<file path="config.mk">
export PLATFORM = sky130hd
export DESIGN_NAME = char_normalizer
export DESIGN_NICKNAME = d
export VERILOG_FILES = /design/src/rtl/char_normalizer.sv
export SDC_FILE = /design/constraint.sdc
export NUM_CORES = 1
export LEC_CHECK = 0
export BUFFER_PORTS_ARGS = -buffer_cell sky130_fd_sc_hd__buf_2
export CORE_MARGIN = 1
export CORE_UTILIZATION = 55
export CTS_BUF_LIST = sky130_fd_sc_hd__clkbuf_8
export CTS_CLUSTER_SIZE = 40
export DETAILED_ROUTE_END_ITERATION = 8
export PLACE_DENSITY = 0.77
export SETUP_SLACK_MARGIN = 0.5
export SLEW_MARGIN = 0
export SYNTH_ARGS = -nofsm -noshare
export SYNTH_HDL_FRONTEND = slang
export SYNTH_SLANG_ARGS = --single-unit
export TNS_END_PERCENT = 30
</file>
<file path="constraint.sdc">
create_clock -name clk -period 2.4 [get_ports clk]
set_input_delay 0.48 -clock clk [delete_from_list [all_inputs] [get_ports clk]]
set_output_delay 0.48 -clock clk [all_outputs]
set_load 0.005 [all_outputs]
</file>
<file path="src/rtl/char_normalizer.sv">
// Character normalizer: folds runs of whitespace into a single space, drops illegal bytes, and buffers kept bytes in a small FIFO.
// Optional lowercase folding of 'A'..'Z' is enabled by defining CHAR_NORMALIZER_CASEFOLD_EN.
module char_normalizer #(
   parameter int DEPTH = 4,
   parameter int CNT_W = 16
) (
   input  logic             clk,
   input  logic             reset,
   input  logic             in_valid,
   input  logic [7:0]       in_data,
   output logic             in_ready,
   output logic             out_valid,
   output logic [7:0]       out_data,
   input  logic             out_ready,
   output logic [CNT_W-1:0] drop_cnt
);

   localparam int AW = (DEPTH > 1) ? $clog2(DEPTH) : 1;
   localparam logic [AW:0] FULL_C = (AW+1)'(DEPTH);

   logic [7:0]       mem_q [DEPTH];
   logic [7:0]       mem_d [DEPTH];
   logic [AW-1:0]    wr_ptr_q, wr_ptr_d;
   logic [AW-1:0]    rd_ptr_q, rd_ptr_d;
   logic [AW:0]      occ_q, occ_d;
   logic             prev_sep_q, prev_sep_d;
   logic [CNT_W-1:0] drop_cnt_q, drop_cnt_d;

   logic       accept_s;
   logic       pop_s;
   logic       is_sep_s;
   logic       is_print_s;
   logic       push_s;
   logic       drop_s;
   logic [7:0] wdata_s;

   assign in_ready  = (occ_q < FULL_C);
   assign out_valid = (occ_q != (AW+1)'(0));
   assign out_data  = mem_q[rd_ptr_q];
   assign drop_cnt  = drop_cnt_q;

   always_comb begin
      accept_s   = in_valid && in_ready;
      pop_s      = out_valid && out_ready;
      is_sep_s   = (in_data == 8'h20) || (in_data == 8'h09) ||
                   (in_data == 8'h0A) || (in_data == 8'h0D);
      is_print_s = (in_data >= 8'h21) && (in_data <= 8'h7E);
      push_s     = accept_s && ((is_sep_s && !prev_sep_q) || is_print_s);
      drop_s     = accept_s && !push_s;

      wdata_s = in_data;
      if (is_sep_s) begin
         wdata_s = 8'h20;
      end else begin
`ifdef CHAR_NORMALIZER_CASEFOLD_EN
         if ((in_data >= 8'h41) && (in_data <= 8'h5A)) begin
            wdata_s = in_data + 8'h20;
         end else begin
            wdata_s = in_data;
         end
`else
         wdata_s = in_data;
`endif
      end

      mem_d      = mem_q;
      wr_ptr_d   = wr_ptr_q;
      rd_ptr_d   = rd_ptr_q;
      occ_d      = occ_q;
      prev_sep_d = prev_sep_q;
      drop_cnt_d = drop_cnt_q;

      if (push_s) begin
         mem_d[wr_ptr_q] = wdata_s;
         wr_ptr_d        = wr_ptr_q + AW'(1);
      end else begin
         wr_ptr_d = wr_ptr_q;
      end

      if (pop_s) begin
         rd_ptr_d = rd_ptr_q + AW'(1);
      end else begin
         rd_ptr_d = rd_ptr_q;
      end

      case ({push_s, pop_s})
         2'b10:   occ_d = occ_q + (AW+1)'(1);
         2'b01:   occ_d = occ_q - (AW+1)'(1);
         default: occ_d = occ_q;
      endcase

      // Illegal bytes leave prev_sep alone so "a",0x01," " still emits the space.
      if (accept_s && is_sep_s) begin
         prev_sep_d = 1'b1;
      end else if (accept_s && is_print_s) begin
         prev_sep_d = 1'b0;
      end else begin
         prev_sep_d = prev_sep_q;
      end

      if (drop_s && (drop_cnt_q != {CNT_W{1'b1}})) begin
         drop_cnt_d = drop_cnt_q + CNT_W'(1);
      end else begin
         drop_cnt_d = drop_cnt_q;
      end
   end

   always_ff @(posedge clk or posedge reset) begin
      if (reset) begin
         for (int i = 0; i < DEPTH; i++) begin
            mem_q[i] <= 8'h00;
         end
         wr_ptr_q   <= '0;
         rd_ptr_q   <= '0;
         occ_q      <= '0;
         prev_sep_q <= 1'b1;
         drop_cnt_q <= '0;
      end else begin
         mem_q      <= mem_d;
         wr_ptr_q   <= wr_ptr_d;
         rd_ptr_q   <= rd_ptr_d;
         occ_q      <= occ_d;
         prev_sep_q <= prev_sep_d;
         drop_cnt_q <= drop_cnt_d;
      end
   end

endmodule

</file>
Yosys cells after proc, flatten, opt, wreduce, memory -nomap -nowiden
Cells that the tools add are included.
{ "classes": {"bitwise_logic": 2, "add_sub_neg": 5, "reduce_logical": 19, "n_eq_ne": 7, "n_mux": 10, "n_lt_le_gt_ge": 6} }
{ "op_table": {"columns": ["operator", "n"], "rows": [
  ["bitwise mux 32 bit", 1],
  ["2-to-1 mux 8 bit", 4],
  ["equality test 8 x 4 -> 1 bit (second input constant)", 3],
  ["adder 16 x 1 -> 16 bit (second input constant)", 1],
  ["binary-select mux 8 bit (select 2 bit)", 1],
  ["demux 8 bit (select 2 bit)", 1],
  ["!= test 16 bit (second input constant)", 1],
  ["logical AND 1 bit", 10],
  ["equality test 8 x 6 -> 1 bit (second input constant)", 1],
  ["greater-or-equal comparator 8 x 6 -> 1 bit (second input constant)", 1],
  ["<= comparator 8 x 7 -> 1 bit (second input constant)", 1],
  ["greater-or-equal comparator 3 bit (second input constant)", 2],
  ["inverter 2 -> 3 bit", 2],
  ["case mux 3 bit (2 select lines)", 1],
  ["adder 2 x 1 -> 2 bit (second input constant)", 2],
  ["logical OR 1 bit", 4],
  ["nonzero test 2 bit", 2],
  ["adder 3 x 1 -> 3 bit (second input constant)", 1],
  ["< comparator 3 x 1 -> 1 bit (second input constant)", 1],
  ["< comparator 3 bit (second input constant)", 1],
  ["nonzero test 3 bit", 1],
  ["subtractor 3 x 1 -> 3 bit (second input constant)", 1],
  ["equality test 2 x 1 -> 1 bit (second input constant)", 1],
  ["equality test 2 bit (second input constant)", 1],
  ["2 further kinds", 4]
]} }
{ "word_totals": {"out_inout_bits": 26, "input_bits": 12, "regBits": 56, "word_cells": 58} }

Longest topological paths before layout
{ "logic_depth": {"depth_word": 10, "mapped_depth": 12, "mapped_depth_nobuf": 11} }

Worst setup path after synthesis
Ideal clock, no wire load.
{ "synth_path": {"kind": "in2reg", "from": "in in_data[4]", "to": "reg occ_q[2]", "path_stages": 11, "arrival_time_ns": 2.270, "setup_slack_ns": 0.006, "path_buffers": 1, "required_time_ns": 2.276, "setup_ns": 0.124, "path_cell_list": "or3_1 -> or2_0 -> o21bai_2 -> buf_6 -> nand2_1 -> ha_1 -> inv_1 -> fa_1 -> xor2_1 -> nor2_1 -> xnor2_1"} }
{ "synth_via": {"elab_chain_cells": 9, "elab_cells_between_ends": 17, "classes_between": "2 x order compare; 6 x eq/ne; 1 x mux; 8 x reduce/logical"} }
{ "synth_rtl": {"columns": ["element", "line_no", "source"], "rows": [
  ["start, declared", "10", "input logic [7:0] in_data,"],
  ["branches (longest 5 deep; another with greater-or-equal comparator 8 x 6 -> 1 bit)", null, null],
  ["logical OR 1 bit *", "48", "push_s = accept_s && ((is_sep_s && !prev_sep_q) || is_print_s);"],
  ["logical AND 1 bit *", "48", null],
  ["equality test 2 x 1 -> 1 bit or equality test 2 bit (tied branches)", "86", "case ({push_s, pop_s})"],
  ["case mux 3 bit (2 select lines) or nonzero test 2 bit (tied branches)", null, null],
  ["end signal, assigned", "115", "occ_q <= '0;"],
  ["end signal, assigned", "122", "occ_q <= occ_d;"],
  ["end, declared", "25", "logic [AW:0] occ_q, occ_d;"]
]} }
Every way passes the cells marked *.
A chain may end at the register's enable or synchronous reset.

Worst setup path in the final report
{ "layout_path": {"from": "reg rd_ptr_q[0]", "to": "out out_data[2]"} }
{ "layout_via": {"elab_chain_cells": 4} }
{ "layout_rtl": {"columns": ["element", "line_no", "source"], "rows": [
  ["start, declared", "24", "logic [AW-1:0] rd_ptr_q, rd_ptr_d;"],
  ["start signal, assigned", "121", "rd_ptr_q <= rd_ptr_d;"],
  ["inverter 2 -> 3 bit (not written as such)", "39", "assign out_data = mem_q[rd_ptr_q];"],
  ["binary-select mux 8 bit (select 2 bit)", "39", null],
  ["2-to-1 mux 8 bit (not written as such) (2 in series)", "39", null],
  ["end, declared", "13", "output logic [7:0] out_data,"]
]} }
No other way between the ends. The select of a mux whose other input is x is not followed.

==> impl_results.rst <==
.. list-table::
   :header-rows: 1

   * - Metric
     - Value
   * - Outcome
     - finished, final reports clean
   * - Synthesis-to-layout area growth
     - 26.6%
   * - Die height
     - 73.0 um
   * - Syn. warnings
     - 0
   * - Final Worst Setup Slack
     - 0.405 ns
   * - Data required time of the critical path
     - 1.92 ns
   * - Most common cell after layout, fill and taps aside
     - dfrtp_1
   * - Initial antenna violation count
     - 0
   * - Cell count after synthesis
     - 220
   * - DPL Wire Length
     - 3.80 mm
   * - Final count of hold timing violations
     - 0
   * - Number of nets in the synthesized netlist
     - 239
   * - Synth Register Bits
     - 56
   * - Total Negative Setup Slacks
     - 0 ns
   * - Largest driver fanout on the critical path
     - 8
   * - Worst max-slew margin expressed relative to the limit
     - 0.664
   * - CTS Buffer Depth
     - 2
   * - Clock tree from TritonCTS
     - built
   * - Ant. Diodes
     - 0
   * - Net count of the finished layout
     - 306
   * - Cell area after technology mapping
     - 2780 um2
   * - Endpoint class of the critical path
     - output pin
   * - Number of buffers created by CTS
     - 5
   * - Proportion of netlist area held by the largest area contributor
     - 0.496
   * - Critical path arrival
     - 1.51 ns
   * - Unrepaired setup endpoints after global routing
     - true
   * - Power density of the placed cells
     - 952 nW/um2
   * - Static leakage
     - 0.00169 uW
   * - Largest net degree at the start of global routing
     - 35
   * - Fraction of final layout cells with drive strength greater than 1
     - 0.479
   * - Die outline area
     - 5330 um2
   * - Amount of wire on met3 after detailed routing
     - 184 um
   * - CTS clock-pin slew for the worst setup and hold paths
     - 0.10 ns
   * - Number of top-level pins
     - 38
   * - Highest attainable clock frequency
     - 501 MHz
   * - Worst hold path type
     - input port to asynchronous set/reset pin
   * - Area taken by multi-input logic gates
     - 1410 um2
   * - Core outline area
     - 4790 um2
   * - GRT overflow
     - 0
   * - Antenna viol nets, final
     - 0
   * - Wire length of the first global-routing pass
     - 8.85 mm
   * - Detailed-route vias per instance
     - 5.41
   * - Category of the critical setup timing path
     - register to output pin
   * - Detailed-route wire length per cell
     - 16.4 um
   * - Worst setup timing slack at the placement stage
     - -0.0282 ns
   * - Vias in the first global route
     - 1841
   * - Average cell area after synthesis
     - 12.6 um2
   * - Slew at the pin closest to its max-slew limit
     - 0.500 ns
   * - Count of distinct cell types in the synthesized netlist
     - 42
   * - Setup clock skew after layout
     - 0.0149 ns
   * - Final Max Tran Viols
     - 0
   * - Synth area leader
     - dfrtp_1
   * - Chip width
     - 73.0 um
   * - Total global-route track usage
     - 0.224
   * - Clock latency reported for the late side of the worst-skew pair
     - 0.32 ns
   * - RR Startpoint
     - drop_cnt[7]
   * - Max-cap violations
     - 0
   * - Post-layout minimum cycle time
     - 1.99 ns
   * - Leading post-synthesis cells by cell area
     - dfrtp_1, mux2_2, mux4_2
   * - Storage element area
     - 1410 um2
   * - Buffers added on ports
     - 37
   * - Commonest non-fill, non-tap cells in the layout
     - dfrtp_1, buf_2, mux2_2
   * - Met1 wire length
     - 2.60 mm
   * - Worst setup SP type
     - register
   * - Met2 routed wirelength
     - 2.96 mm
   * - Layout filler cell count
     - 314
   * - Total routed wirelength
     - 5.81 mm
   * - Worst vdd rail ir drop
     - 763 uV
   * - DR pass1 iterations
     - 4
   * - Total via count after detailed routing
     - 1922
   * - CTS root buffer
     - clkbuf_8
   * - Portion of the clock cycle consumed by the worst path in the final layout
     - 0.831
   * - TritonCTS sink count
     - 56
   * - Fraction of the yosys area taken by sequential cells
     - 0.505
   * - Std cell rows
     - 25
   * - Post-cts hold buffer count
     - 0
   * - H-tree depth
     - 2
   * - Number of endpoints failing setup at the final stage
     - 0
   * - Uppermost metal layer occupied by signal nets
     - met4
   * - DRC
     - 0
   * - Timing startpoint of the critical path
     - rd_ptr_q[0]
   * - First-iteration detailed-routing DRC count
     - 90
   * - Initial core utilization
     - 0.580
   * - Routability-driven placement congestion ratio
     - 0.865
where the power goes:
part,switching (uW),total [uW],leakage (uW),internal (uW)
clock,323,531,0.0000445,208
combinational,537,1320,0.000936,781
sequential,227,1490,0.000712,1270
per-stage QoR:
step	hold slack, ns	util	total power, uW	cell area [um2]	cells
after global placement	0.463	0.650	2620	3110	325
after CTS	0.195	0.701	3290	3350	343
after detailed placement	0.468	0.650	2680	3110	325
after global routing	0.206	0.734	3550	3510	355
after floorplan	0.445	-	2300	2810	220
final	0.176	0.734	3340	3510	355
routing by layer:
| metal | up-vias | global-route usage |
|---|---|---|
| met5 | - | 0 |
| met3 | 6 | 0.0470 |
| li1 | 911 | - |
| met1 | 957 | 0.307 |
| met2 | 48 | 0.355 |
| met4 | 0 | 0.0806 |
cell usage after synthesis, drive strengths merged:
master and instances:
or2 2, and4 1, dfstp 1, and2 5
xor2 15, a21boi 1, o31ai 1, a21oi 2
and3b 1, buf 3, nand2 16, nor3 6
o21ai 2, fa 1, clkbuf 3, inv 10
o31a 1, and3 1, nor2 9, nand4 5
nor4 5, nand4b 1, mux2i 1, a211o 1
nor3b 1, xnor2 6, or3 2, ha 6
mux2 30, nand2b 1, o21a 3, nor2b 1
dfrtp 55, mux4 8, nand3 12, o21bai 1
sequential cells by signal, summed over array words and instances, names as in the netlist:
signal and flops:
wr_ptr_q 2, rd_ptr_q 2, occ_q 3, prev_sep_q 1, drop_cnt 16, mem_q 32
final timing paths:
kind	endpoint	slack, ns	cells past startpoint
max in group asynchronous	prev_sep_q	1.61	3
min in group clk	mem_q[28]	0.41	2
worst min register to register	prev_sep_q	0.49	2
worst max register to register	drop_cnt[15]	0.46	7
worst max-delay path	out_data[2]	0.41	3
worst min-delay path	occ_q[0]	0.18	2
critical path: stages, from the launching register on:
cell	delay, ns
dfrtp_2	0.40
buf_12	0.14
mux4_2	0.51
buf_2	0.15
area by class of cell:
cell class	instances	area share
Timing Repair Buffer	66	0.137
Clock buffer	5	0.0196
Clock inverter	3	0.00606
Multi-Input combinational cell	148	0.403
Inverter	10	0.0107
Sequential cell	56	0.400
Tap cell	67	0.0239
logic make-up after synthesis:
| family | share of synthesized area |
|---|---|
| and+or+nand+nor | 0.148 |
| DFF | 0.505 |
| muxes | 0.190 |
| xor gates and xnor gates | 0.0663 |
| buffers and inverters | 0.0248 |
| AOI/OAI and AO/OA | 0.0311 |
| adders and majority gates | 0.0343 |
what timing repair did:
item	4_1_cts	5_1_grt
setup buffers	10	12
pin swaps	11	5
hold endpoints to repair	0	0
gates resized for setup	20	14
setup endpoints to repair	51	51
(Power assumes the default switching activity.)
